`config.mk`:
```
export PLATFORM = sky130hd
export DESIGN_NAME = seg7_operand_decoder
export DESIGN_NICKNAME = d
export VERILOG_FILES = /design/src/rtl/seg7_operand_decoder.sv
export SDC_FILE = /design/constraint.sdc
export NUM_CORES = 1
export LEC_CHECK = 0
export ABC_AREA = 1
export CORE_MARGIN = 2
export CORE_UTILIZATION = 50
export CTS_CLUSTER_SIZE = 14
export DETAILED_ROUTE_END_ITERATION = 12
export GPL_TIMING_DRIVEN = 0
export MAX_ROUTING_LAYER = met4
export PLACE_DENSITY = 0.74
export SLEW_MARGIN = 20
export SYNTH_ARGS = -nofsm -noshare
export SYNTH_HDL_FRONTEND = slang
export SYNTH_SLANG_ARGS = --single-unit
export TNS_END_PERCENT = 30
```
`constraint.sdc`:
```
create_clock -name clk -period 2.4 [get_ports clk]
set_clock_uncertainty 0.05 [all_clocks]
set_input_delay 0.48 -clock clk [delete_from_list [all_inputs] [get_ports clk]]
set_output_delay 0.48 -clock clk [all_outputs]
set_load 0.02 [all_outputs]
```
`src/rtl/seg7_operand_decoder.sv`:
```
// Receive-side decoder: collects DIGITS active-low 7-segment glyphs (LSB first) into an operand.
// Define SEG7_STRICT_CHECK_EN to flag invalid glyphs on frame_err; otherwise frame_err is tied low.
module seg7_operand_decoder #(
  parameter int DIGITS  = 6,
  parameter int TIMEOUT = 255
) (
  input  logic              clk,
  input  logic              reset,
  input  logic              in_valid,
  input  logic [6:0]        seg_code,
  output logic              in_ready,
  output logic [DIGITS-1:0] operand,
  output logic              out_valid,
  input  logic              out_ready,
  output logic              frame_err,
  output logic              timeout
);

  localparam int         IDXW      = (DIGITS > 1) ? $clog2(DIGITS) : 1;
  localparam logic [6:0] GLYPH_ONE = 7'b1111001;

  typedef enum logic [1:0] {IDLE, COLLECT, DONE} state_t;

  state_t            state, state_nxt;
  logic [IDXW-1:0]   idx;
  logic [15:0]       idle_cnt;
  logic              accept;
  logic              glyph_bit;
  logic              last_glyph;

  assign glyph_bit  = (seg_code == GLYPH_ONE);
  assign in_ready   = (state != DONE);
  assign out_valid  = (state == DONE);
  assign last_glyph = (idx == IDXW'(DIGITS - 1));

  // The abort cycle wins over a glyph offered on the same edge; the sender simply holds it.
  assign timeout = (state == COLLECT) && (idle_cnt == 16'(TIMEOUT));
  assign accept  = in_valid && in_ready && !timeout;

  always_comb begin
    state_nxt = state;
    case (state)
      IDLE: begin
        if (accept) state_nxt = last_glyph ? DONE : COLLECT;
      end
      COLLECT: begin
        if (timeout)                   state_nxt = IDLE;
        else if (accept && last_glyph) state_nxt = DONE;
      end
      DONE: begin
        if (out_ready) state_nxt = IDLE;
      end
      default: state_nxt = IDLE;
    endcase
  end

  always_ff @(posedge clk) begin
    if (reset) begin
      state    <= IDLE;
      idx      <= '0;
      idle_cnt <= '0;
      operand  <= '0;
    end else begin
      state <= state_nxt;

      if (accept) begin
        if (state == IDLE) operand <= DIGITS'(glyph_bit);
        else               operand[idx] <= glyph_bit;
        idx <= last_glyph ? '0 : idx + 1'b1;
      end else if (timeout) begin
        idx <= '0;
      end

      if (state == COLLECT && !accept && !timeout) idle_cnt <= idle_cnt + 16'd1;
      else                                         idle_cnt <= '0;
    end
  end

`ifdef SEG7_STRICT_CHECK_EN
  localparam logic [6:0] GLYPH_ZERO = 7'b1000000;

  logic glyph_bad;
  logic err_q;

  assign glyph_bad = (seg_code != GLYPH_ZERO) && (seg_code != GLYPH_ONE);
  assign frame_err = err_q;

  // The first glyph of a frame restarts the sticky error; an aborted frame leaves no error behind.
  always_ff @(posedge clk) begin
    if (reset) begin
      err_q <= 1'b0;
    end else if (accept) begin
      err_q <= (state == IDLE) ? glyph_bad : (err_q | glyph_bad);
    end else if (timeout) begin
      err_q <= 1'b0;
    end
  end
`else
  assign frame_err = 1'b0;
`endif

endmodule

```
* Word level (Yosys, flattened, before mapping) *
Index checks and enable logic that the tools add are counted.

storage, ports and cells
  register bits after elaboration = 27

cells by class
  $lt $le $gt $ge = 2
  add/sub/neg operators = 2
  multiplexer cells = 13
  equal/unequal tests = 9
  reduce and logical (&&, ||, !) cells = 13
  bitwise gates (word level) = 1

operators with widths
  kind                   number
  $add 16x1->16 const B  1
  $eq 16x8->1 const B    1
  $mux 2                 5
  $mux 3                 3
  $eq 7x7->1 const B     1
  $logic_and 1x1->1      7
  $bwmux 6               1
  $mux 6                 1
  $pmux 2 s3             1
  $lt 3x4->1 const B     1
  $ne 2x2->1 const B     2
  $add 3x1->3 const B    1
  $demux 1 s3            1
  $eq 3x3->1 const B     1
  $ge 3x1->1 const B     1
  $ne 3x3->1 const B     1
  $reduce_and 3->1       1
  $eq 2x1->1 const B     1
  $eq 2x2->1 const B     1
  $logic_not 1->1        2
  $logic_not 2->1        1
  $ne 2x1->1 const B     1
  $reduce_bool 2->1      1
  $reduce_or 2->1        1
  other kinds (2)        2

* Longest topological paths before layout *
  depth after elaboration = 9
  mapped depth = 9
  gate-level depth less buffers = 9

* Worst setup path before layout *
OpenSTA, ideal clock, no wires.

  kind = flip-flop to output port
  start = register idle_cnt[0]
  end = output timeout
  path buffers = 1
  arrival = 1.327 ns
  path slack = 0.543 ns
  stages on the path, launching flop included = 7
  cell sequence = dfxtp_1 -> ha_1 -> nand3_2 -> nor2_4 -> nand3_4 -> buf_6 -> inv_1

between the ends
  longest elaborated chain between the ends = 2

RTL lines
  item                      RTL line  RTL
  start: declaration        26        logic [15:0] idle_cnt;
  start signal: assignment  74        if (state == COLLECT && !accept && !timeout) idle_cnt <= idle_cnt + 16'd1;
  $eq 16x8->1               37        assign timeout = (state == COLLECT) && (idle_cnt == 16'(TIMEOUT));
  $logic_and 1x1->1         37
  end: declaration          16        output logic timeout

Every way passes these cells.

* Final worst setup path *
Same ends and word-level chain as after synthesis.

==> flow_summary.rst <==
.. list-table::
   :header-rows: 1

   * - Metric
     - Value
   * - Standby leakage power
     - between 0.6 and 0.7 nW
   * - CP delay by family, top
     - buffers and inverters
   * - Worst endpoint data arrival time
     - ~1.8 ns
   * - Worst hold path depth
     - 2
   * - Final routed DRC violation total
     - 1
   * - Total vias in the final route
     - ~1,400
   * - Number of buffers added to fix hold violations after cts
     - 0
   * - FILL cells
     - 265
   * - Number of sinks handled by clock tree synthesis
     - 27
   * - Final setup slack of the worst path
     - 0.0924 ns
   * - Hold violation count in the final report
     - 0
   * - Number of warning messages in the yosys log
     - 0
   * - Cell area after placement
     - 1730 sq um
   * - Clock insertion delay at the later pin of the skew report
     - 0.34 ns
   * - Half-perimeter wire length after detailed placement
     - ~2100 um
   * - Top cell type's share of synthesized area
     - around 36%
   * - Count of buffers from port buffering
     - 18
   * - Slew Limit Fails
     - 0
   * - Final net count
     - 254
   * - Violated checks
     - DRC
   * - Most frequent cell after synthesis
     - nand2_1
   * - Number of cells on the worst reg-to-reg path
     - 8
   * - Number of violations reported at the end of detailed-routing iteration 0
     - between 40 and 50
   * - List of most frequent post-synthesis cells
     - nand2_1 (49), inv_1 (29), dfxtp_1 (27)
   * - Largest cells by area after synthesis
     - dfxtp_1 (36%), nand2_1 (12%), inv_1 (7.2%), nor2_1 (6.0%), nand3_1 (5.6%)
   * - Clock-pin slew on the worst setup and hold paths
     - between 0.15 and 0.2 ns
   * - Sort of element at the end of the critical path
     - output pin
   * - Initial DRT Pass Iterations
     - 8
   * - VDD IR-drop max
     - 0.371 mV
   * - I/O pins
     - 21
   * - Cell with the largest stage delay on the worst path
     - dfxtp_4
   * - Classification of the worst-slack hold path
     - register to register
   * - Clock tree root buffer cell
     - clkbuf_4
   * - Logic depth of the worst path, buffers included
     - 7
   * - Number of rows in the core area
     - 19
   * - Max stage delay on crit path
     - between 0.3 and 0.4 ns
   * - Number of buffers inserted during clock tree synthesis
     - 3
   * - Areal power density over the cells
     - approximately 540 nW/um^2
   * - Die boundary width
     - roughly 59 um
   * - Count of buffering cells on the critical path with inverters included
     - 3
   * - Gr usage total
     - roughly 18%
   * - Final period demand of the worst path
     - ~2.3 ns
   * - Setup Viol. Count Final
     - 0
   * - Routability congestion estimate
     - approximately 0.9
   * - Share of cells above drive strength 1
     - about 15%
   * - Unrepaired setup endpoints after global routing
     - no
   * - Pin count of the biggest net entering global routing
     - 17
   * - Core footprint
     - 2810 sq um
   * - Wire length per cell
     - about 10 um
   * - Wire length of the first global-routing pass
     - 4690 um
   * - H-tree level count
     - 1
   * - Number of cells in the design after placement
     - about 260
   * - Share of async-settable or async-resettable flops after synthesis
     - 0%
   * - Starting density of the core
     - between 50 and 60%
   * - Total Wirelength
     - about 2700 um
   * - Flip-flop cell with the highest count after synthesis
     - dfxtp_1
   * - Die ar.
     - 3470 sq um
   * - Sort of element at the start of the critical path
     - register
   * - Area growth syn-to-layout
     - 19.6%
   * - Number of standard cells in the final layout excluding fillers
     - 272
   * - Start-to-end type of the worst setup path
     - register to output pin
   * - Vias per inst
     - a little over 5
   * - Final period utilization
     - 96.1%
   * - Post-synthesis instance area
     - ~1500 sq um
   * - Run status
     - finished with violations
   * - Max-Cap Viols
     - 0
   * - Post-synthesis cell type count
     - 29
   * - Maximum fanout encountered on the critical timing path
     - 10
   * - CTS Buffer Depth
     - 2
   * - Net count after synthesis
     - roughly 230
   * - Number of enable flip-flop cells after synthesis
     - 0
   * - Number of antenna violations at the first check in global routing
     - 0
   * - Max Clk Rate
     - about 430 MHz
   * - Number of flip-flops and latches in the synthesized netlist
     - 27
   * - DRT antenna net count
     - 0
   * - Seq/Total Area, Yosys
     - a little over a third
   * - Critical path required time
     - about 1.9 ns
   * - Height of the die
     - about 60 um
   * - Worst setup slack after placement
     - -0.100 ns
   * - Worst-path cell chain
     - ha_2 -> nand3_2 -> nor2_4 -> nand3_4 -> buf_6 -> inv_1 -> clkdlybuf4s15_2
   * - Number of standard cells after synthesis
     - 214
   * - Vias in the first global route
     - ~1,100
   * - Post-synthesis average cell area
     - between 7 and 8 sq um
   * - Clock tree from TritonCTS
     - yes
   * - Antenna Cells
     - 0
   * - Cell type contributing the most total cell area after synthesis
     - dfxtp_1
   * - Cell area after layout
     - 1800 sq um
   * - GR Overflow Total
     - 0
worst min-delay path, delay by kind of cell, from the launching register on:
family	cells	cell delay, ns
AOI/OAI and AO/OA	1	0.05
DFF	1	0.34
and+or+nand+nor	1	0.06
metrics by stage:
| step | TNS (ns) | power (mW) | utilization, % | hold WS [ns] |
|---|---|---|---|---|
| detailed placement | -0.100 | 0.766 | 61.5 | 0.404 |
| finish | 0 | 0.973 | 64.2 | 0.423 |
| global route | 0 | 1.03 | 64.2 | 0.459 |
| CTS | 0 | 0.975 | 62.9 | 0.425 |
| global placement | -0.0981 | 0.764 | 61.5 | 0.396 |
| floorplan | 0 | 0.696 | - | 0.401 |
per-layer routing:
layer  share of wire [%]  global-route usage, %  up-vias
li1                    -                      -      731
met1                  52                   24.7      607
met2                  42                   26.8       33
met3                 4.6                   2.64        4
met4                 1.5                   5.84        0
met5                   0                      -        -
cell type report:
cell class	instances	area [sq um]	share of cell area, %
inverter	32	125	6.94
buffer	5	38.8	2.15
tap	31	38.8	2.15
sequential	27	546	30.3
clock inverter	1	7.51	0.417
multi-input combinational	150	805	44.7
timing repair buffer	23	219	12.2
clock buffer	3	22.5	1.25
registers in the layout (all words and copies together) (netlist names):
signal,cells
idx,3
state,2
operand,6
idle_cnt,16
kinds of logic after synthesis:
family / after synthesis / share of synthesized area (%)
AO/OA/AOI/OAI: 19 / 6.81
XOR/XNOR: 8 / 4.65
adder cells (fa/ha/maj): 1 / 0.830
buffers and inverters: 37 / 10.9
flip-flops: 27 / 35.9
other: 1 / 0.249
AND/OR/NAND/NOR: 121 / 40.7
power breakdown:
group / switching, mW / leakage, nW / internal [mW]
Clock: 0.149 / 0.0139 / 0.0640
Sequential: 0.0206 / 0.220 / 0.468
Combinational: 0.164 / 0.449 / 0.107
placed cells by master, fill, tap and decap left out, types with 2 or more instances in the layout:
cell,n
nor3_2,2
buf_6,2
inv_1,29
nand3_1,17
nor2_2,5
dfxtp_1,25
clkdlybuf4s50_1,17
xor2_1,5
o211ai_1,3
nand2_1,49
inv_2,2
or2_0,3
clkbuf_4,3
xnor2_1,3
nor3_1,3
nand4_1,8
buf_4,6
nor2_4,5
nor2_1,24
a21oi_1,15
worst paths after layout:
kind | slack (ns) | to | start
hold reg to reg | 0.42 | operand[1] | operand[1]
hold / removal | 0.42 | operand[1] | operand[1]
setup / recovery | 0.09 | timeout | idle_cnt[0]
setup reg to reg | 0.83 | idle_cnt[3] | idle_cnt[0]
repair_timing:
| item | 4_1_cts | 5_1_grt |
|---|---|---|
| endpoints found under the hold margin | 0 | 0 |
| setup endpoints to repair | 1 | 1 |
| gates resized for setup | 4 | 3 |
| pin swaps | 1 | 1 |
| setup buffers | 1 | 4 |
No activity file was read; power rests on OpenSTA's default activity.
